[src/rtl/versa_pkg.sv]
// Shared constants and types for the VERSA violation sink.
// Violation source indices, FSM states, register offsets and the saturating COUNT helper.
package versa_pkg;

  localparam int VIOL_ATOM   = 0;
  localparam int VIOL_IRQDMA = 1;
  localparam int VIOL_RPGPIO = 2;
  localparam int VIOL_RPEKEY = 3;
  localparam int VIOL_WPEKEY = 4;
  localparam int VIOL_WPCTR  = 5;

  localparam int COUNT_W = 8;

  localparam logic [13:0] REG_CAUSE  = 14'd0;
  localparam logic [13:0] REG_LASTPC = 14'd1;

  typedef enum logic [1:0] {
    IDLE    = 2'd0,
    ASSERT  = 2'd1,
    RELEASE = 2'd2
  } state_e;

  function automatic logic [COUNT_W-1:0] sat_inc(input logic [COUNT_W-1:0] v);
    return (&v) ? v : v + 1'b1;
  endfunction

endpackage

[src/rtl/versa_rst_hold_cnt.sv]
// Hold counter that times the cpu_rst pulse; done flags the last asserted cycle.
// Cleared on episode start, counts while enabled, stops at HOLD_CYCLES-1 so it never wraps.
module versa_rst_hold_cnt #(
  parameter int HOLD_CYCLES = 16
) (
  input  logic clk,
  input  logic reset_n,
  input  logic clr,
  input  logic en,
  output logic done
);

  localparam int CW = (HOLD_CYCLES > 1) ? $clog2(HOLD_CYCLES) : 1;
  localparam logic [CW-1:0] LAST = CW'(HOLD_CYCLES - 1);

  logic [CW-1:0] cnt_q, cnt_d;

  assign done = (cnt_q == LAST);

  always_comb begin
    cnt_d = cnt_q;
    if (clr) begin
      cnt_d = '0;
    end else if (en && !done) begin
      cnt_d = cnt_q + 1'b1;
    end
  end

  always_ff @(posedge clk or negedge reset_n) begin
    if (!reset_n) begin
      cnt_q <= '0;
    end else begin
      cnt_q <= cnt_d;
    end
  end

endmodule

[src/rtl/versa_violation_sink.sv]
// Turns VERSA property violations into a fixed-length CPU reset pulse and logs cause, PC and count.
// The log survives puc so post-reset software can read it; only secure-ROM code may clear it.
module versa_violation_sink
  import versa_pkg::*;
#(
  parameter int          HOLD_CYCLES = 16,
  parameter int          NUM_SRC     = 6,
  parameter logic [15:0] SMEM_BASE   = 16'hA000,
  parameter logic [15:0] SMEM_SIZE   = 16'h4000,
  parameter logic [13:0] PER_ADDR    = 14'h00C8
) (
  input  logic               clk,
  input  logic               reset_n,
  input  logic [NUM_SRC-1:0] viol,
  input  logic [15:0]        pc,
  input  logic               puc,
  input  logic               per_en,
  input  logic [1:0]         per_we,
  input  logic [13:0]        per_addr,
  input  logic [15:0]        per_din,
  output logic [15:0]        per_dout,
  output logic               cpu_rst,
  output logic               busy
);

  state_e               state_q, state_d;
  logic [NUM_SRC-1:0]   cause_q, cause_d;
  logic [COUNT_W-1:0]   count_q, count_d;
  logic [15:0]          last_pc_q, last_pc_d;

  logic any_viol;
  logic ep_start;
  logic hold_done;
  logic in_smem;
  logic log_wr;
  logic unused_din;

  assign any_viol   = |viol;
  assign unused_din = ^{per_din[15:9], per_din[7:6]};

  // Widened compare so a secure region ending at the top of memory still works.
  assign in_smem = ({1'b0, pc} >= {1'b0, SMEM_BASE}) &&
                   ({1'b0, pc} <  ({1'b0, SMEM_BASE} + {1'b0, SMEM_SIZE}));
  assign log_wr  = per_en && (|per_we) && (per_addr == PER_ADDR + REG_CAUSE) && in_smem;

  always_comb begin
    state_d  = state_q;
    ep_start = 1'b0;
    case (state_q)
      IDLE: begin
        if (any_viol) begin
          state_d  = ASSERT;
          ep_start = 1'b1;
        end
      end
      ASSERT: begin
        if (hold_done) state_d = RELEASE;
      end
      RELEASE: begin
        if (any_viol) begin
          state_d  = ASSERT;
          ep_start = 1'b1;
        end else if (!puc) begin
          state_d = IDLE;
        end
      end
      default: state_d = IDLE;
    endcase
  end

  versa_rst_hold_cnt #(
    .HOLD_CYCLES(HOLD_CYCLES)
  ) u_hold_cnt (
    .clk    (clk),
    .reset_n(reset_n),
    .clr    (ep_start),
    .en     (state_q == ASSERT),
    .done   (hold_done)
  );

  // Clear first, then set/increment, so a same-cycle violation or episode wins.
  always_comb begin
    cause_d   = cause_q;
    count_d   = count_q;
    last_pc_d = last_pc_q;
    if (log_wr && per_we[0]) cause_d = cause_d & ~per_din[NUM_SRC-1:0];
    if (log_wr && per_we[1] && per_din[8]) count_d = '0;
    cause_d = cause_d | viol;
    if (ep_start) begin
      count_d   = sat_inc(count_d);
      last_pc_d = pc;
    end
  end

  always_ff @(posedge clk or negedge reset_n) begin
    if (!reset_n) begin
      state_q   <= IDLE;
      cause_q   <= '0;
      count_q   <= '0;
      last_pc_q <= '0;
    end else begin
      state_q   <= state_d;
      cause_q   <= cause_d;
      count_q   <= count_d;
      last_pc_q <= last_pc_d;
    end
  end

  assign cpu_rst = (state_q == ASSERT);
  assign busy    = (state_q != IDLE);

  always_comb begin
    per_dout = '0;
    if (per_en && (per_we == 2'b00)) begin
      if (per_addr == PER_ADDR + REG_CAUSE) begin
        per_dout = {count_q, 2'b00, 6'(cause_q)};
      end else if (per_addr == PER_ADDR + REG_LASTPC) begin
        per_dout = last_pc_q;
      end
    end
  end

endmodule

[config.mk]
export PLATFORM = sky130hd
export DESIGN_NAME = versa_violation_sink
export DESIGN_NICKNAME = d
export VERILOG_FILES = /design/src/rtl/versa_pkg.sv /design/src/rtl/versa_rst_hold_cnt.sv /design/src/rtl/versa_violation_sink.sv
export SDC_FILE = /design/constraint.sdc
export NUM_CORES = 1
export LEC_CHECK = 0
export BUFFER_PORTS_ARGS = -buffer_cell sky130_fd_sc_hd__buf_4
export CAP_MARGIN = 20
export CORE_MARGIN = 3
export CORE_UTILIZATION = 49
export CTS_CLUSTER_DIAMETER = 40
export DETAILED_ROUTE_END_ITERATION = 8
export HOLD_SLACK_MARGIN = 0.06
export PLACE_DENSITY = 0.8
export SLEW_MARGIN = 15
export SYNTH_ARGS = -nofsm -noshare
export SYNTH_HDL_FRONTEND = slang
export SYNTH_HIERARCHICAL = 1
export SYNTH_SLANG_ARGS = --single-unit
[constraint.sdc]
create_clock -name clk -period 1.87 [get_ports clk]
set_input_delay 0.187 -clock clk [delete_from_list [all_inputs] [get_ports clk]]
set_output_delay 0.187 -clock clk [all_outputs]
set_load 0.01 [all_outputs]
Word level (Yosys, flattened, before mapping)
Index checks and enable logic that the tools add are counted.

word-level totals
  bits in registers = 36
  bits of input ports = 58
  output and inout port bits = 18
  logic and storage cells = 55

operators by class
  add/subtract/negate cells = 2
  magnitude comparators = 2
  equality and inequality tests = 8
  multiplexer cells = 16
  bitwise operators = 3
  reduce and logical (&&, ||, !) cells = 19

operators by type and width
  cell                  count
  $mux 16               3
  $eq 14x8->1 const B   2
  $mux 8                3
  $ge 16x16->1 const B  1
  $lt 16x16->1 const B  1
  $logic_and 1x1->1     9
  $add 8x1->8 const B   1
  $mux 2                4
  $mux 4                2
  $reduce_and 8->1      1
  $and 6x6->6           1
  $mux 6                1
  $not 6->6             1
  $or 6x6->6            1
  $pmux 2 s3            1
  $reduce_or 6->1       1
  $add 4x1->4 const B   1
  $eq 4x4->1 const B    1
  $logic_not 2->1       2
  $ne 2x2->1 const B    2
  $reduce_bool 2->1     2
  $reduce_or 2->1       2
  $ne 3x3->1 const B    1
  $reduce_and 3->1      1
  4 further kinds       5

Longest topological paths before layout
Gate-level depths: netlist of the first run.

  depth in word-level cells = 10
  depth in mapped cells = 10
  mapped depth without buffers = 9

Cells and area by module
Netlist of the first run, hierarchy kept.

modules (own cells, without submodules)
  module                times used  cells an instance  area each (µm²)  sequential area each (µm²)
  versa_violation_sink  1           207                1800.5           800.8
  versa_rst_hold_cnt    1           20                 229.0            100.1

Worst setup path before layout of the first run
Ideal clock, no wire load.

  path kind = in2reg
  start = in per_addr[9]
  end = reg count_q[3]
  setup time = 78 ps
  arrival = 2240 ps
  data required time = 1792 ps
  setup slack = -448 ps
  cell stages on the path = 9
  path buffers = 0
  path through = nor4_4 > nand4_1 > nor3_1 > nor2b_1 > ha_1 > nand3_1 > nor2_1 > or4_1 > a21oi_1

between the ends
  longest elaborated chain between the ends = 9
  elaborated cells on any way between the ends = 10
  those cells by class = 1 x add/sub; 1 x eq/ne; 3 x mux; 5 x reduce/logical

ends and longest elaborated chain
  item                                             RTL line                     source
  from (decl)                                      versa_violation_sink.sv:19   input logic [13:0] per_addr,
  $eq 14x8->1 (*)                                  versa_violation_sink.sv:44   assign log_wr = per_en && (|per_we) && (per_addr == PER_ADDR + REG_CAUSE) && in_smem;
  $logic_and 1x1->1 (*) (2 in a row)               versa_violation_sink.sv:44
  $logic_and 1x1->1 (*) (2 in a row)               versa_violation_sink.sv:87   if (log_wr && per_we[1] && per_din[8]) count_d = '0;
  $mux 8 (*)                                       versa_violation_sink.sv:87
  $add 8x1->8 or $reduce_and 8->1 (tied branches)  versa_pkg.sv:24              return (&v) ? v : v + 1'b1;
  $mux 8                                           versa_pkg.sv:24
  $mux 8 (*)                                       versa_violation_sink.sv:89   if (ep_start) begin
  via count_d[3]                                   versa_violation_sink.sv:28   logic [COUNT_W-1:0] count_q, count_d;
  to (signal assigned)                             versa_violation_sink.sv:104  count_q <= count_d;
  to (decl)                                        versa_violation_sink.sv:28

Mark *: on every way through the listed nets, which the timed path passes. The rest lies on a longest branch.
A chain may end at the register's enable or synchronous reset.

Worst setup path in the final report of the first run
  start = in per_en
  end = reg count_q[4]

between the ends
  longest elaborated chain between the ends = 9
  elaborated cells on any way between the ends = 10
  those cells by class = 1 x add/sub; 3 x mux; 6 x reduce/logical

ends and longest elaborated chain
  item                                             RTL line                    source
  from (decl)                                      versa_violation_sink.sv:17  input logic per_en,
  $logic_and 1x1->1 (*) (3 in a row)               versa_violation_sink.sv:44
  $logic_and 1x1->1 (*) (2 in a row)               versa_violation_sink.sv:87
  $mux 8 (*)                                       versa_violation_sink.sv:87
  $add 8x1->8 or $reduce_and 8->1 (tied branches)  versa_pkg.sv:24
  $mux 8                                           versa_pkg.sv:24
  $mux 8 (*)                                       versa_violation_sink.sv:89
  via count_d[4]                                   versa_violation_sink.sv:28

Marks and branches as above.

==> impl_metrics.toml, run 1 <==
[synthesis]
syn_avg_cell_area_um2 = 8.940
synthCells = 227
synthSimpleGateAreaFrac_pct = 31.13
synthAdderAreaFrac_pct = 1.233
ys_ff_latch = 36
synthXorXnorAreaFrac_pct = 0.4316
synth-compound-area-share_pct = 10.48
muxShareOfSynthArea_pct = 8.631
synth_area_leaders = "dfrtp_1, nand2_1, mux2i_1"
synth_top_family_by_area = "simple AND/OR/NAND/NOR gates"
syn_nets = 287
syn_area_um2 = 2029
yosysWarnings = 6
synth_top_area_share_pct = 44.39
synth_top_cell_by_area = "dfrtp_1"
ys_types = 43
ys_seq_area_share_pct = 44.39

[critical_path]
path_buf_inv = 3
worstPathCellList = "buf_4, and4bb_2, nand4_1, buf_6, nor3_4, nor2b_1, ha_2, buf_4, nand3_1, or4_1, a21oi_1"
cpLargestDelayFamily = "simple AND/OR/NAND/NOR gates"
crit_path_end_kind = "flop"
arrival_ps = 2080
start_kind = "primary input"
crit_top_cell = "buf_4"
path_class = "in2reg"
slowest_stage = "or4_1"
required_ps = 2090
path_max_fanout = 5
path_depth = 11
r2r_cells = 6
cpPeakStageDelay_ps = 480

[clock_tree]
clkTransAtPathRegs_ps = 70
htreeDepth = 2
cts_tree = "built"
cts_made_buffers = 5
cts_buffer_depth = 2
clk_root_buffer_cell = "clkbuf_8"
clock_latency_ps = 300
clkSinkCount = 36

[routing]
firstDrtPassIters = 4
drt-total-wl_mm = 5.493
drtAntennaViolNets = 0
route.detailed.drc = 0
vias_per_cell = 5.623
num_vias = 2041
drt_iter0_markers = 164
routedWlPerCell_um = 15.13

[timing]
finalSetupViolCount = 0
whs_ps = 78.25
rsz0062_at_grt = "true"
worst_pin_slew_ps = 622.3
fin_skew_ps = 8.075
slew_viol_final = 0
relSlewSlack_pct = 58.47
period_minus_slack_ps = 1857
finalHoldViolations = 0
max_freq_ghz = 0.5384
setup-tns-final_ps = 0
timing.final.ws_setup_ps = 12.76
fin_crit_sh_pct = 99.32

[flow_run]
max_cap_viol_count = 0

[floorplanning]
initial_core_util_pct = 53.04
num_io_pins = 76
die_area_um2 = 4950
die_h_um = 70.36
coreArea_um2 = 3826
die_w_um = 70.36
rows = 22

[final_layout]
fillers = 268
antenna_cells = 0
syn_to_final_growth_pct = 42.91
fin_area_um2 = 2900
mostFrequentLayoutCells = "buf_4, nand2_1, dfrtp_1"
register_area_um2 = 900.9
layout.cells.most_common = "buf_4"
final_nets = 374
instances_no_fill = 363
drive_gt1_share_pct = 38.10
multi_input_area_um2 = 1119

[global_routing]
grt_use_total_pct = 23.27
grt_pass1_vias = 1992
grt_max_degree = 37
grt_pass1_wl_mm = 9.142
antenna_found_initial = 0
gr-total-overflow = 0

[power]
internal_power_w = 0.001911
p_seq_share_pct = 41.9
p_switching_w = 0.001117
comb_power_share_pct = 38.9
peakVddDrop_mv = 0.7991
power.density_nw_per_um2 = 1044
swShare_pct = 36.90
clkPwrFrac_pct = 19.2
leakagePower_nw = 1.410

[place]
place_hpwl_mm = 4.000
portBuffers = 66
dpl_cell_area_um2 = 2725
place_ws_ps = -275.5
gp_congestion = 0.8190
dp_cells = 352

[hold_path]
hold_depth = 3
hold_class = "in2reg"

[status]
status = "completed"
through the flow:
stage	total power, W	util [%]
after detailed placement	0.002444	71.22
after global routing	0.003277	75.80
after CTS	0.003026	73.94
after global placement	0.002383	71.22
final	0.003028	75.80
after floorplan	0.002036	-
layer usage:
layer	wire (um)	vias to the layer above	global-route usage, %
met1	2416	976	30.04
li1	-	967	-
met5	0	-	0
met4	87	0	9.574
met3	490	11	6.763
met2	2498	87	36.38
cells in the mapped netlist:
| cell | n |
|---|---|
| a211oi_1 | 1 |
| a21o_1 | 2 |
| a21oi_1 | 6 |
| a31oi_1 | 1 |
| a32o_1 | 1 |
| and2_1 | 1 |
| and3_1 | 4 |
| and3_4 | 1 |
| and4_1 | 1 |
| and4b_2 | 1 |
| and4bb_2 | 1 |
| buf_2 | 6 |
| buf_6 | 1 |
| clkbuf_1 | 5 |
| dfrtp_1 | 36 |
| ha_1 | 2 |
| inv_1 | 4 |
| mux2_4 | 1 |
| mux2i_1 | 16 |
| nand2_1 | 57 |
| nand2_2 | 1 |
| nand2b_1 | 9 |
| nand3_1 | 4 |
| nand3b_1 | 1 |
| nand4_1 | 5 |
| nor2_1 | 19 |
| nor2b_1 | 2 |
| nor2b_4 | 1 |
| nor3_1 | 4 |
| nor3b_1 | 2 |
| nor4_1 | 4 |
| nor4_4 | 1 |
| o2111ai_1 | 1 |
| o21a_1 | 1 |
| o21ai_0 | 4 |
| o311ai_0 | 1 |
| o31a_1 | 1 |
| o31ai_1 | 5 |
| o41ai_1 | 6 |
| or2_0 | 1 |
| or2_2 | 1 |
| or4_1 | 4 |
| xor2_1 | 1 |
power by group through the flow:
stage / Clock [W] / Combinational [W] / Sequential (W)
6_report: 0.000580 / 0.00118 / 0.00127
5_1_grt: 0.000623 / 0.00134 / 0.00131
4_1_cts: 0.000589 / 0.00117 / 0.00127
3_5_place_dp: 0 / 0.00117 / 0.00128
3_3_place_gp: 0 / 0.00112 / 0.00126
2_1_floorplan: 0 / 0.000816 / 0.00122
cell type report:
| cell class | count | share of cell area [%] |
|---|---|---|
| Clock buffer | 7 | 2.977 |
| Inverter | 4 | 0.5177 |
| Multi-Input combinational cell | 175 | 38.57 |
| Tap cell | 48 | 2.071 |
| Clock inverter | 1 | 0.2588 |
| Timing Repair Buffer | 92 | 24.55 |
| Sequential cell | 36 | 31.06 |
registers in the layout, indices dropped and copies added (netlist names):
signal	cells
count_q	8
cause_q	6
last_pc_q	16
u_hold_cnt/cnt_q	4
state_q	2
logic make-up (layout without fill, tap and decap cells):
kind of cell | Yosys count | count (layout)
and+or+nand+nor | 125 | 125
DFF | 36 | 36
AOI/OAI and AO/OA | 30 | 30
muxes | 17 | 17
buffers and inverters | 16 | 104
xor gates and xnor gates | 1 | 1
adders and majority gates | 2 | 2
timing repair:
item,CTS,global route
endpoints found under the hold margin,36,0
hold buffers,1,0
gates resized for setup,0,16
endpoints found under the setup margin,0,19
buffers inserted,0,2
path summary, 6_finish.rpt:
path | start | to | slack (ps)
setup / recovery | per_en | count_q[4] | 10
hold / removal | pc[10] | last_pc_q[10] | 80
setup reg to reg | count_q[1] | count_q[4] | 140
hold reg to reg | last_pc_q[10] | last_pc_q[10] | 480
max in group asynchronous | reset_n | count_q[4] | 1160
min in group asynchronous | reset_n | last_pc_q[7] | 390
worst min-delay path, delay by kind of cell:
family	cells	cell delay (ps)
buf+inv	1	80
simple gates	2	80
Note: power is estimated with default switching activity, not from simulation.
==> run 2, diff against run 1 <==
--- a/config.mk
+++ b/config.mk
@@ -7,12 +7,13 @@
 export LEC_CHECK = 0
 export BUFFER_PORTS_ARGS = -buffer_cell sky130_fd_sc_hd__buf_4
 export CAP_MARGIN = 20
+export CORE_ASPECT_RATIO = 1.75
 export CORE_MARGIN = 3
 export CORE_UTILIZATION = 49
 export CTS_CLUSTER_DIAMETER = 40
 export DETAILED_ROUTE_END_ITERATION = 8
 export HOLD_SLACK_MARGIN = 0.06
-export PLACE_DENSITY = 0.8
+export PLACE_DENSITY = 0.78
 export SLEW_MARGIN = 15
 export SYNTH_ARGS = -nofsm -noshare
 export SYNTH_HDL_FRONTEND = slang
==> run 2 against run 1 <==
- non-clock buffer count shrank 2
- register-to-register slack lost 20 ps
- critical endpoint is now count_q[5]
- first-iteration DRC count shrank 73%
- critical path depth is the same
- clock power shrank 1%
- sequential share of layout area grew 0.24 points
- setup slack lost 7.3 ps
- largest power group unchanged
- largest cell class unchanged
==> impl_metrics.toml, run 2 (synthesis gave the netlist of run 1 again) <==
[status]
status = "completed"

[routing]
firstDrtPassIters = 4
vias_per_cell = 5.584
num_vias = 2016
drt_iter0_markers = 45
drtAntennaViolNets = 0
drt-total-wl_mm = 5.351
routedWlPerCell_um = 14.82
route.detailed.drc = 0

[global_routing]
grt_use_total_pct = 23.50
antenna_found_initial = 0
grt_pass1_vias = 1982
grt_max_degree = 37
grt_pass1_wl_mm = 8.694
gr-total-overflow = 0

[critical_path]
path_max_fanout = 6
start_kind = "primary input"
path_buf_inv = 2
cpPeakStageDelay_ps = 420
path_depth = 11
cpLargestDelayFamily = "simple AND/OR/NAND/NOR gates"
worstPathCellList = "buf_4, and4bb_2, nand4_1, buf_6, nor3_4, nor2b_1, ha_2, nand3_2, nor2_4, or4_4, a21oi_2"
arrival_ps = 2090
slowest_stage = "or4_4"
path_class = "in2reg"
required_ps = 2090
crit_path_end_kind = "flop"
r2r_cells = 6

[floorplanning]
coreArea_um2 = 3941
rows = 30
initial_core_util_pct = 51.49
die_area_um2 = 4981
num_io_pins = 76
die_h_um = 91.14
die_w_um = 54.65

[timing]
finalSetupViolCount = 0
rsz0062_at_grt = "true"
finalHoldViolations = 0
fin_crit_sh_pct = 99.71
slew_viol_final = 0
worst_pin_slew_ps = 463.9
max_freq_ghz = 0.5363
relSlewSlack_pct = 69.07
period_minus_slack_ps = 1864
fin_skew_ps = 3.920

[final_layout]
final_nets = 372
top_regs = "last_pc_q (16), count_q (8), cause_q (6)"
syn_to_final_growth_pct = 41.80
instances_no_fill = 361
fillers = 331
top_register = "last_pc_q"
antenna_cells = 0
drive_gt1_share_pct = 37.70
largest_reg_flops = 16
mostFrequentLayoutCells = "buf_4, nand2_1, dfrtp_1"
register_area_um2 = 900.9
multi_input_area_um2 = 1116
layout.cells.most_common = "buf_4"

[power]
peakVddDrop_mv = 0.8216
leakagePower_nw = 1.413
total_power_w = 0.003005
power.density_nw_per_um2 = 1044

[place]
portBuffers = 66
place_hpwl_mm = 3.985
gp_congestion = 0.8461
dp_cells = 349

[clock_tree]
cts_buffer_depth = 2
cts_tree = "built"
htreeDepth = 2
clkSinkCount = 36
clk_root_buffer_cell = "clkbuf_8"
cts_made_buffers = 5
clock_latency_ps = 290
clkTransAtPathRegs_ps = 70

[hold_path]
hold_class = "in2reg"
hold_depth = 3

[flow_run]
max_cap_viol_count = 0
==> run 2: worst reg2reg max path: cells and delay by family, from the launching register on <==
| kind | cells | cell delay [ps] |
|---|---|---|
| buf+inv | 1 | 150 |
| flops | 1 | 420 |
| compound gates | 1 | 130 |
| fa+ha+maj | 1 | 230 |
| simple gates | 3 | 760 |
==> run 2: through the flow <==
stage / area, um2 / utilization, % / setup TNS [ps] / hold WS [ps] / setup WS, ps
after floorplan: 2058 / - / -726.3 / -108.6 / -230.8
after global placement: 2703 / 68.57 / -1032 / 167.3 / -219.1
after detailed placement: 2703 / 68.57 / -1526 / 165.6 / -298.0
after CTS: 2805 / 71.17 / 0 / 77.94 / 1.660
after global routing: 2878 / 73.02 / -306.8 / 89.70 / -77.01
final: 2878 / 73.02 / 0 / 84.64 / 5.506
==> run 2: final timing paths <==
check | from | end | slack, ps
min in group asynchronous | reset_n | count_q[5] | 390
max | per_addr[10] | count_q[5] | 6
min | pc[5] | last_pc_q[5] | 80
max in group asynchronous | reset_n | last_pc_q[1] | 1150
min reg2reg | last_pc_q[6] | last_pc_q[6] | 470
max reg2reg | count_q[0] | count_q[4] | 120
==> run 2: layer usage <==
layer  part of all wire, %  vias to the layer above  global-route usage, %
met5                     0                        -                      0
met4                   1.4                        0                  9.148
met3                   6.7                        7                  3.941
met2                    53                       78                  38.34
met1                    39                      961                  29.54
li1                      -                      970                      -
==> run 2: repair_timing <==
item / in CTS / in global routing
hold buffers: 1 / 0
setup endpoints to repair: 0 / 20
buffers inserted: 0 / 3
hold endpoints to repair: 36 / 0
resized for setup: 0 / 13
==> run 2: area by class of cell <==
class / instances / area share [%]
clock inverter: 2 / 0.3478
inverter: 4 / 0.5217
multi-input combinational: 175 / 38.78
tap: 48 / 2.087
sequential: 36 / 31.30
clock buffer: 6 / 2.870
timing repair buffer: 90 / 24.09
==> run 2: where the power goes <==
group          switching [W]  internal (W)  total, W
registers           0.000218       0.00106   0.00128
clock network       0.000278      0.000294  0.000572
logic               0.000617      0.000536   0.00115
